`src/rtl/hazard_ctrl.sv`:
```
// Hazard/stall controller: load-use bubbles, branch flushes, data-memory freeze with timeout.
// Optional HAZARD_PERF_EN macro adds free-running performance counters.
module hazard_ctrl #(
  parameter int REG_AW            = 5,
  parameter int LOAD_STALL_CYCLES = 1,
  parameter int FLUSH_CYCLES      = 1,
  parameter int MEM_TIMEOUT       = 255
) (
  input  logic              clk,
  input  logic              reset,
  input  logic [REG_AW-1:0] id_rs,
  input  logic [REG_AW-1:0] id_rt,
  input  logic              id_rs_used,
  input  logic              id_rt_used,
  input  logic [REG_AW-1:0] ex_rd,
  input  logic              ex_mem_read,
  input  logic              branch_taken,
  input  logic              mem_busy,
  output logic              wait_ID,
  output logic              pc_wr_en,
  output logic              flush_ID,
  output logic              bubble_EX,
  output logic              stall_EX,
  output logic              mem_timeout
`ifdef HAZARD_PERF_EN
  ,
  output logic [31:0]       perf_lu_cnt,
  output logic [31:0]       perf_flush_cnt,
  output logic [31:0]       perf_mem_cnt
`endif
);

  localparam int CNT_W = 2;
  localparam int TMO_W = 16;
  localparam logic [CNT_W-1:0] LD_RELOAD = CNT_W'(LOAD_STALL_CYCLES > 1 ? LOAD_STALL_CYCLES - 2 : 0);
  localparam logic [CNT_W-1:0] FL_RELOAD = CNT_W'(FLUSH_CYCLES > 1 ? FLUSH_CYCLES - 2 : 0);
  localparam logic [TMO_W-1:0] TMO_MAX   = TMO_W'(MEM_TIMEOUT);

  typedef enum logic [1:0] {RUN, LD_STALL, FLUSH, MEM_WAIT} state_t;

  state_t             state_q, state_d, sav_state_q, sav_state_d, eff_state;
  logic [CNT_W-1:0]   cnt_q, cnt_d, sav_cnt_q, sav_cnt_d, eff_cnt;
  logic [TMO_W-1:0]   tmo_cnt_q, tmo_cnt_d;
  logic               mem_timeout_q, mem_timeout_d;
  logic               lu;

  assign lu = ex_mem_read && (ex_rd != '0) &&
              ((id_rs_used && (id_rs == ex_rd)) || (id_rt_used && (id_rt == ex_rd)));

  // Leaving MEM_WAIT resumes the interrupted state as if the freeze never happened.
  assign eff_state = (state_q == MEM_WAIT) ? sav_state_q : state_q;
  assign eff_cnt   = (state_q == MEM_WAIT) ? sav_cnt_q   : cnt_q;

  always_comb begin
    state_d     = state_q;
    cnt_d       = cnt_q;
    sav_state_d = sav_state_q;
    sav_cnt_d   = sav_cnt_q;
    wait_ID     = 1'b0;
    pc_wr_en    = 1'b0;
    flush_ID    = 1'b0;
    bubble_EX   = 1'b0;
    stall_EX    = 1'b0;
    if (mem_busy) begin
      wait_ID  = 1'b1;
      stall_EX = 1'b1;
      state_d  = MEM_WAIT;
      if (state_q != MEM_WAIT) begin
        sav_state_d = state_q;
        sav_cnt_d   = cnt_q;
      end
    end else begin
      state_d = eff_state;
      cnt_d   = eff_cnt;
      if (branch_taken) begin
        flush_ID  = 1'b1;
        pc_wr_en  = 1'b1;
        bubble_EX = 1'b1;
        if (FLUSH_CYCLES > 1) begin
          state_d = FLUSH;
          cnt_d   = FL_RELOAD;
        end else begin
          state_d = RUN;
          cnt_d   = '0;
        end
      end else begin
        case (eff_state)
          LD_STALL: begin
            wait_ID   = 1'b1;
            bubble_EX = 1'b1;
            if (eff_cnt == '0) state_d = RUN;
            else               cnt_d   = eff_cnt - 1'b1;
          end
          FLUSH: begin
            flush_ID  = 1'b1;
            pc_wr_en  = 1'b1;
            bubble_EX = 1'b1;
            if (eff_cnt == '0) state_d = RUN;
            else               cnt_d   = eff_cnt - 1'b1;
          end
          default: begin
            state_d = RUN;
            if (lu) begin
              wait_ID   = 1'b1;
              bubble_EX = 1'b1;
              if (LOAD_STALL_CYCLES > 1) begin
                state_d = LD_STALL;
                cnt_d   = LD_RELOAD;
              end
            end else begin
              pc_wr_en = 1'b1;
            end
          end
        endcase
      end
    end
  end

  always_comb begin
    tmo_cnt_d     = '0;
    mem_timeout_d = mem_timeout_q;
    if (mem_busy) begin
      tmo_cnt_d = (tmo_cnt_q >= TMO_MAX) ? tmo_cnt_q : tmo_cnt_q + 1'b1;
      if (tmo_cnt_d == TMO_MAX) mem_timeout_d = 1'b1;
    end
  end

  assign mem_timeout = mem_timeout_q;

  always_ff @(posedge clk) begin
    if (!reset) begin
      state_q       <= RUN;
      cnt_q         <= '0;
      sav_state_q   <= RUN;
      sav_cnt_q     <= '0;
      tmo_cnt_q     <= '0;
      mem_timeout_q <= 1'b0;
    end else begin
      state_q       <= state_d;
      cnt_q         <= cnt_d;
      sav_state_q   <= sav_state_d;
      sav_cnt_q     <= sav_cnt_d;
      tmo_cnt_q     <= tmo_cnt_d;
      mem_timeout_q <= mem_timeout_d;
    end
  end

`ifdef HAZARD_PERF_EN
  logic [31:0] perf_lu_q, perf_lu_d, perf_flush_q, perf_flush_d, perf_mem_q, perf_mem_d;

  // A bubble without a flush can only come from a load-use stall.
  always_comb begin
    perf_lu_d    = perf_lu_q    + {31'd0, (bubble_EX && !flush_ID)};
    perf_flush_d = perf_flush_q + {31'd0, flush_ID};
    perf_mem_d   = perf_mem_q   + {31'd0, stall_EX};
  end

  always_ff @(posedge clk) begin
    if (!reset) begin
      perf_lu_q    <= '0;
      perf_flush_q <= '0;
      perf_mem_q   <= '0;
    end else begin
      perf_lu_q    <= perf_lu_d;
      perf_flush_q <= perf_flush_d;
      perf_mem_q   <= perf_mem_d;
    end
  end

  assign perf_lu_cnt    = perf_lu_q;
  assign perf_flush_cnt = perf_flush_q;
  assign perf_mem_cnt   = perf_mem_q;
`endif

endmodule

```
`config.mk`:
```
export PLATFORM = sky130hd
export DESIGN_NAME = hazard_ctrl
export DESIGN_NICKNAME = d
export VERILOG_FILES = /design/src/rtl/hazard_ctrl.sv
export SDC_FILE = /design/constraint.sdc
export NUM_CORES = 1
export LEC_CHECK = 0
export ABC_CLOCK_PERIOD_IN_PS = 1650
export CAP_MARGIN = 0
export CORE_AREA = 5 5 61 63
export CTS_CLUSTER_SIZE = 25
export DETAILED_ROUTE_END_ITERATION = 16
export DIE_AREA = 0 0 66 68
export PLACE_DENSITY = 0.73
export SLEW_MARGIN = 20
export SYNTH_ARGS = -nofsm -noshare
export SYNTH_HDL_FRONTEND = slang
export SYNTH_SLANG_ARGS = --single-unit
```
`constraint.sdc`:
```
create_clock -name clk -period 1.65 [get_ports clk]
set_clock_uncertainty 0.1 [all_clocks]
set_input_delay 0.2475 -clock clk [delete_from_list [all_inputs] [get_ports clk]]
set_output_delay 0.2475 -clock clk [all_outputs]
set_load 0.02 [all_outputs]
```
Yosys cells after proc, flatten, opt, wreduce, memory -nomap -nowiden. Cells that the tools add are included.

$add $sub $neg: 2. Order comparisons: 1. Equal/unequal tests: 7. Muxes and demuxes: 25. Reduce and logical (&&, ||, !) cells: 11.

Operator list (number): 2-to-1 mux 2 bit (9); adder 16 x 1 -> 16 bit (second input constant) (1); == test 16 x 8 -> 1 bit (second input constant) (1); >= comparator 16 x 8 -> 1 bit (second input constant) (1); 2-to-1 mux 16 bit (1); 2-to-1 mux 1 bit (13); == test 5 bit (2); AND reduction 2 bit (3); nonzero test 5 bit (1); == test 2 bit (second input constant) (2); logical AND 1 bit (4); case mux 1 bit (2 select lines) (2); == test 2 x 1 -> 1 bit (second input constant) (1); logical NOT 2 bit (1); inequality test 2 bit (second input constant) (1); OR reduction 2 bit (1); subtractor 2 x 1 -> 2 bit (second input constant) (1); logical OR 1 bit (1).

Register bits: 25. Output and inout port bits: 6.

Logic depth before layout (Yosys ltp).
Word-level depth: 8. Gate-level depth with buffers: 7. Depth with buffers taken out: 7.

Worst setup path after synthesis. No wires, ideal clock.

Path kind: register -> output. Start point: register state_q[1]. End point: output wait_ID. Data arrival time: 1.603 ns. Path slack: -0.300 ns. Stages on the path, launching flop included: 7. Cells stage by stage: dfxtp_1 > inv_1 > o21ai_0 > inv_1 > ha_1 > nand2b_1 > o221ai_1.

Word-level cells in the longest chain between the ends: 6. Elaborated cells between the ends (all ways): 7. Classes of those cells: eq/ne: 3; mux: 4.

Ends and longest elaborated chain: start, declared (RTL line 41) `state_t state_q, state_d, sav_state_q, sav_state_d, eff_state;`; start signal, assigned (RTL line 139) `state_q <= state_d;`; == test 2 bit (RTL line 51) `assign eff_state = (state_q == MEM_WAIT) ? sav_state_q : state_q;`; 2-to-1 mux 2 bit (*) (RTL line 51); == test 2 bit or == test 2 x 1 -> 1 bit (tied branches) (RTL line 87) `case (eff_state)`; case mux 1 bit (2 select lines) (*) (RTL line 87); 2-to-1 mux 1 bit (*) (RTL line 75) `if (branch_taken) begin`; 2-to-1 mux 1 bit (*) (RTL line 64) `if (mem_busy) begin`; end, declared (RTL line 19) `output logic wait_ID,`.

Mark *: on every way between the ends. The rest lies on a longest branch, timed or not.

Worst setup path in the final report.
Start point: register state_q[0]. End point: output wait_ID.

Same word-level chain as after synthesis.

==> results.py <==
metrics = {
    "sta": {
        "max-slew-margin-rel_pct": 75.7,
        "hold_violations": 0,
        "fin_crit_ns": 1.97,
        "tightest_slew_ns": 0.362,
        "rsz0062_at_grt": "true",
        "fin_crit_sh_pct": 120,
        "setup_viol": 4,
        "fin_tns_setup_ns": -0.986,
        "final_max_slew_viol_count": 0,
        "fin_ws_ns": -0.323,
        "timing.fmax_ghz": 0.507,
    },
    "critical_path": {
        "end_kind": "output port",
        "crit_chain": "inv_2 > o21ai_4 > ha_4 > nand2b_4 > o221ai_4 > buf_6",
        "cp_num_cells": 6,
        "crit_path_top_delay_cell": "dfxtp_2",
        "cpLargestDelayFamily": "flip-flops",
        "r2r_cells": 5,
        "path_max_fanout": 5,
        "critical_path_class": "reg -> out",
        "cp_slowest_stage_delay_ns": 0.36,
        "cp.required_ns": 1.30,
        "critPathArrivalTime_ns": 1.63,
        "cp-start-kind": "register",
        "cp_num_buf_inv": 2,
    },
    "clock_tree": {
        "h-tree-depth": 1,
        "numCtsBuffers": 3,
        "cts_hold_buf": 0,
        "cts_tree": "done",
        "path_clk_slew_ns": 0.14,
        "clk_latency_ns": 0.30,
        "cts_root_buf": "clkbuf_4",
        "cts_sinks": 25,
        "cts.path.max_buffers": 2,
    },
    "power_and_ir_drop": {
        "powerDensity_nw_per_um2": 575,
        "p_leak_nw": 0.839,
        "peakVddDrop_uv": 458,
        "power_mw": 1.13,
    },
    "drt": {
        "wl_per_cell_microns": 12.9,
        "drt_iter0_drc": 68,
        "route.detailed.drc": 0,
        "drt_wl_total_mm": 3.13,
        "vias": 1216,
        "ant_nets": 0,
        "viasPerCell": 5.00,
        "first_pass_iters": 4,
    },
    "finish": {
        "fill_cells": 265,
        "layout_commonest_cell": "dfxtp_1",
        "final_cell_mix": "dfxtp_1, buf_4, xnor2_1, nand2_1, nor2_1",
        "antenna_cells": 0,
        "layout-drive-gt1-share_pct": 34.0,
        "area_growth_pct": 45.4,
        "layout.nets": 223,
    },
    "synth": {
        "synthArstFlopShare_pct": 0,
        "ys_top_cells_by_area": "dfxtp_1, xnor2_1, nor4_4, and3_1, nand2_1",
        "synth_edf_count": 0,
        "synth_top_area_share_pct": 37.1,
        "synthesis.nets": 177,
        "yosys_warnings": 0,
        "synth_seq_cells": 25,
        "synthCells": 152,
        "syn_area_sq_um": 1350,
        "yosys.area.top_type": "dfxtp_1",
        "ys_seq_area_share_pct": 37.1,
        "synthDistinctLibCells": 41,
        "ys.flop_type": "dfxtp_1",
        "avgSynthCellArea_sq_um": 8.87,
    },
    "die": {
        "num_io_pins": 28,
        "dieArea_sq_um": 4490,
        "die_h_microns": 68,
        "row_count": 21,
        "start_util_pct": 42.4,
        "core_region_area_sq_um": 3180,
        "die_w_microns": 66,
    },
    "placed_design": {
        "numPortBuffers": 27,
        "dp.final_hpwl_mm": 2.45,
        "gp_congestion": 0.831,
    },
    "global_route": {
        "grt_overflow": 0,
        "grt_pass1_wl_mm": 5.20,
        "grt_pass1_vias": 1220,
        "track_usage_pct": 14.9,
        "grt_max_degree": 18,
        "antenna_found_initial": 0,
    },
    "run": {
        "timing.max_cap.violations": 0,
    },
    "min_path": {
        "hold_class": "reg -> reg",
        "worstHoldPathCells": 2,
    },
    "outcome": {
        "status": "finished, violations left",
        "violations": "setup timing",
    },
}
[flip-flops by register name, summed over array words and instances (netlist names)]
name,cells
cnt_q,2
mem_timeout,1
sav_cnt_q,2
sav_state_q,2
state_q,2
tmo_cnt_q,16
[cell type report]
cell class                      instances  area (sq um)  share of cell area (%)
Inverter                                7          26.3                    1.34
Sequential cell                        25           504                    25.7
Timing Repair Buffer                   47           402                    20.5
Tap cell                               46          57.6                    2.94
Clock buffer                            4          26.3                    1.34
Multi-Input combinational cell        114           943                    48.1
[worst reg2reg max path, delay by kind of cell (launching register included)]
family / cells / cell delay [ns]
flops: 1 / 0.36
compound gates: 3 / 0.49
simple gates: 2 / 0.55
[per-layer routing]
metal  track usage [%]  wire (microns)
met4              2.28              10
met2              27.5            1560
met3              6.40             253
met1              16.1            1300
met5                 0               0
[final timing paths]
check	end	slack, ns	start
worst max-delay path	wait_ID	-0.32	state_q[0]
worst min-delay path	mem_timeout	0.38	mem_timeout
worst max register to register	mem_timeout	0.06	tmo_cnt_q[15]
worst min register to register	mem_timeout	0.38	mem_timeout
[timing repair]
| action | in CTS | in global routing |
|---|---|---|
| resized for setup | 74 | 15 |
| buffers inserted | 1 | 1 |
| setup endpoints to repair | 7 | 11 |
| pin swaps | 21 | 12 |
[logic make-up (layout without fill, tap and decap cells)]
group / Yosys count / in the layout / synth area share, %
AND/OR/NAND/NOR: 69 / 69 / 31.9
AO/OA/AOI/OAI: 25 / 25 / 12.8
flip-flops: 25 / 25 / 37.1
XOR/XNOR: 14 / 14 / 9.10
buffers and inverters: 13 / 58 / 3.99
adder cells (fa/ha/maj): 3 / 3 / 2.79
multiplexers: 3 / 3 / 2.23
[Yosys cell counts (2+ instances only)]
cell type and instances:
nor3b_1 3, a21boi_0 3, o211a_1 2, nor2_1 12, xnor2_1 14, nor4_4 3, nand2_1 14, dfxtp_1 25
ha_1 3, o21ai_0 6, nand3_1 7, a31oi_1 2, o211ai_1 3, and3_1 10, nor2b_1 2, inv_1 7
nand2b_1 2, clkbuf_1 4, mux2i_1 3, a21oi_1 2, nand4_1 5
[through the flow]
stage	hold WS (ns)	util, %	std cells	setup WS (ns)	cell area (sq um)
global route	0.399	61.6	243	-0.414	1960
floorplan	0.343	-	152	-0.0470	1390
finish	0.382	61.6	243	-0.323	1960
global placement	0.353	57.3	237	-0.983	1820
detailed placement	0.370	57.3	237	-1.04	1820
CTS	0.392	60.2	242	-0.334	1910
[power by group]
| part | total [mW] | switching (mW) | internal (mW) | leakage [nW] |
|---|---|---|---|---|
| combinational | 0.239 | 0.107 | 0.132 | 0.620 |
| clock | 0.270 | 0.175 | 0.0944 | 0.0150 |
| sequential | 0.619 | 0.00646 | 0.612 | 0.204 |
Note: power is estimated with default switching activity, not from simulation.
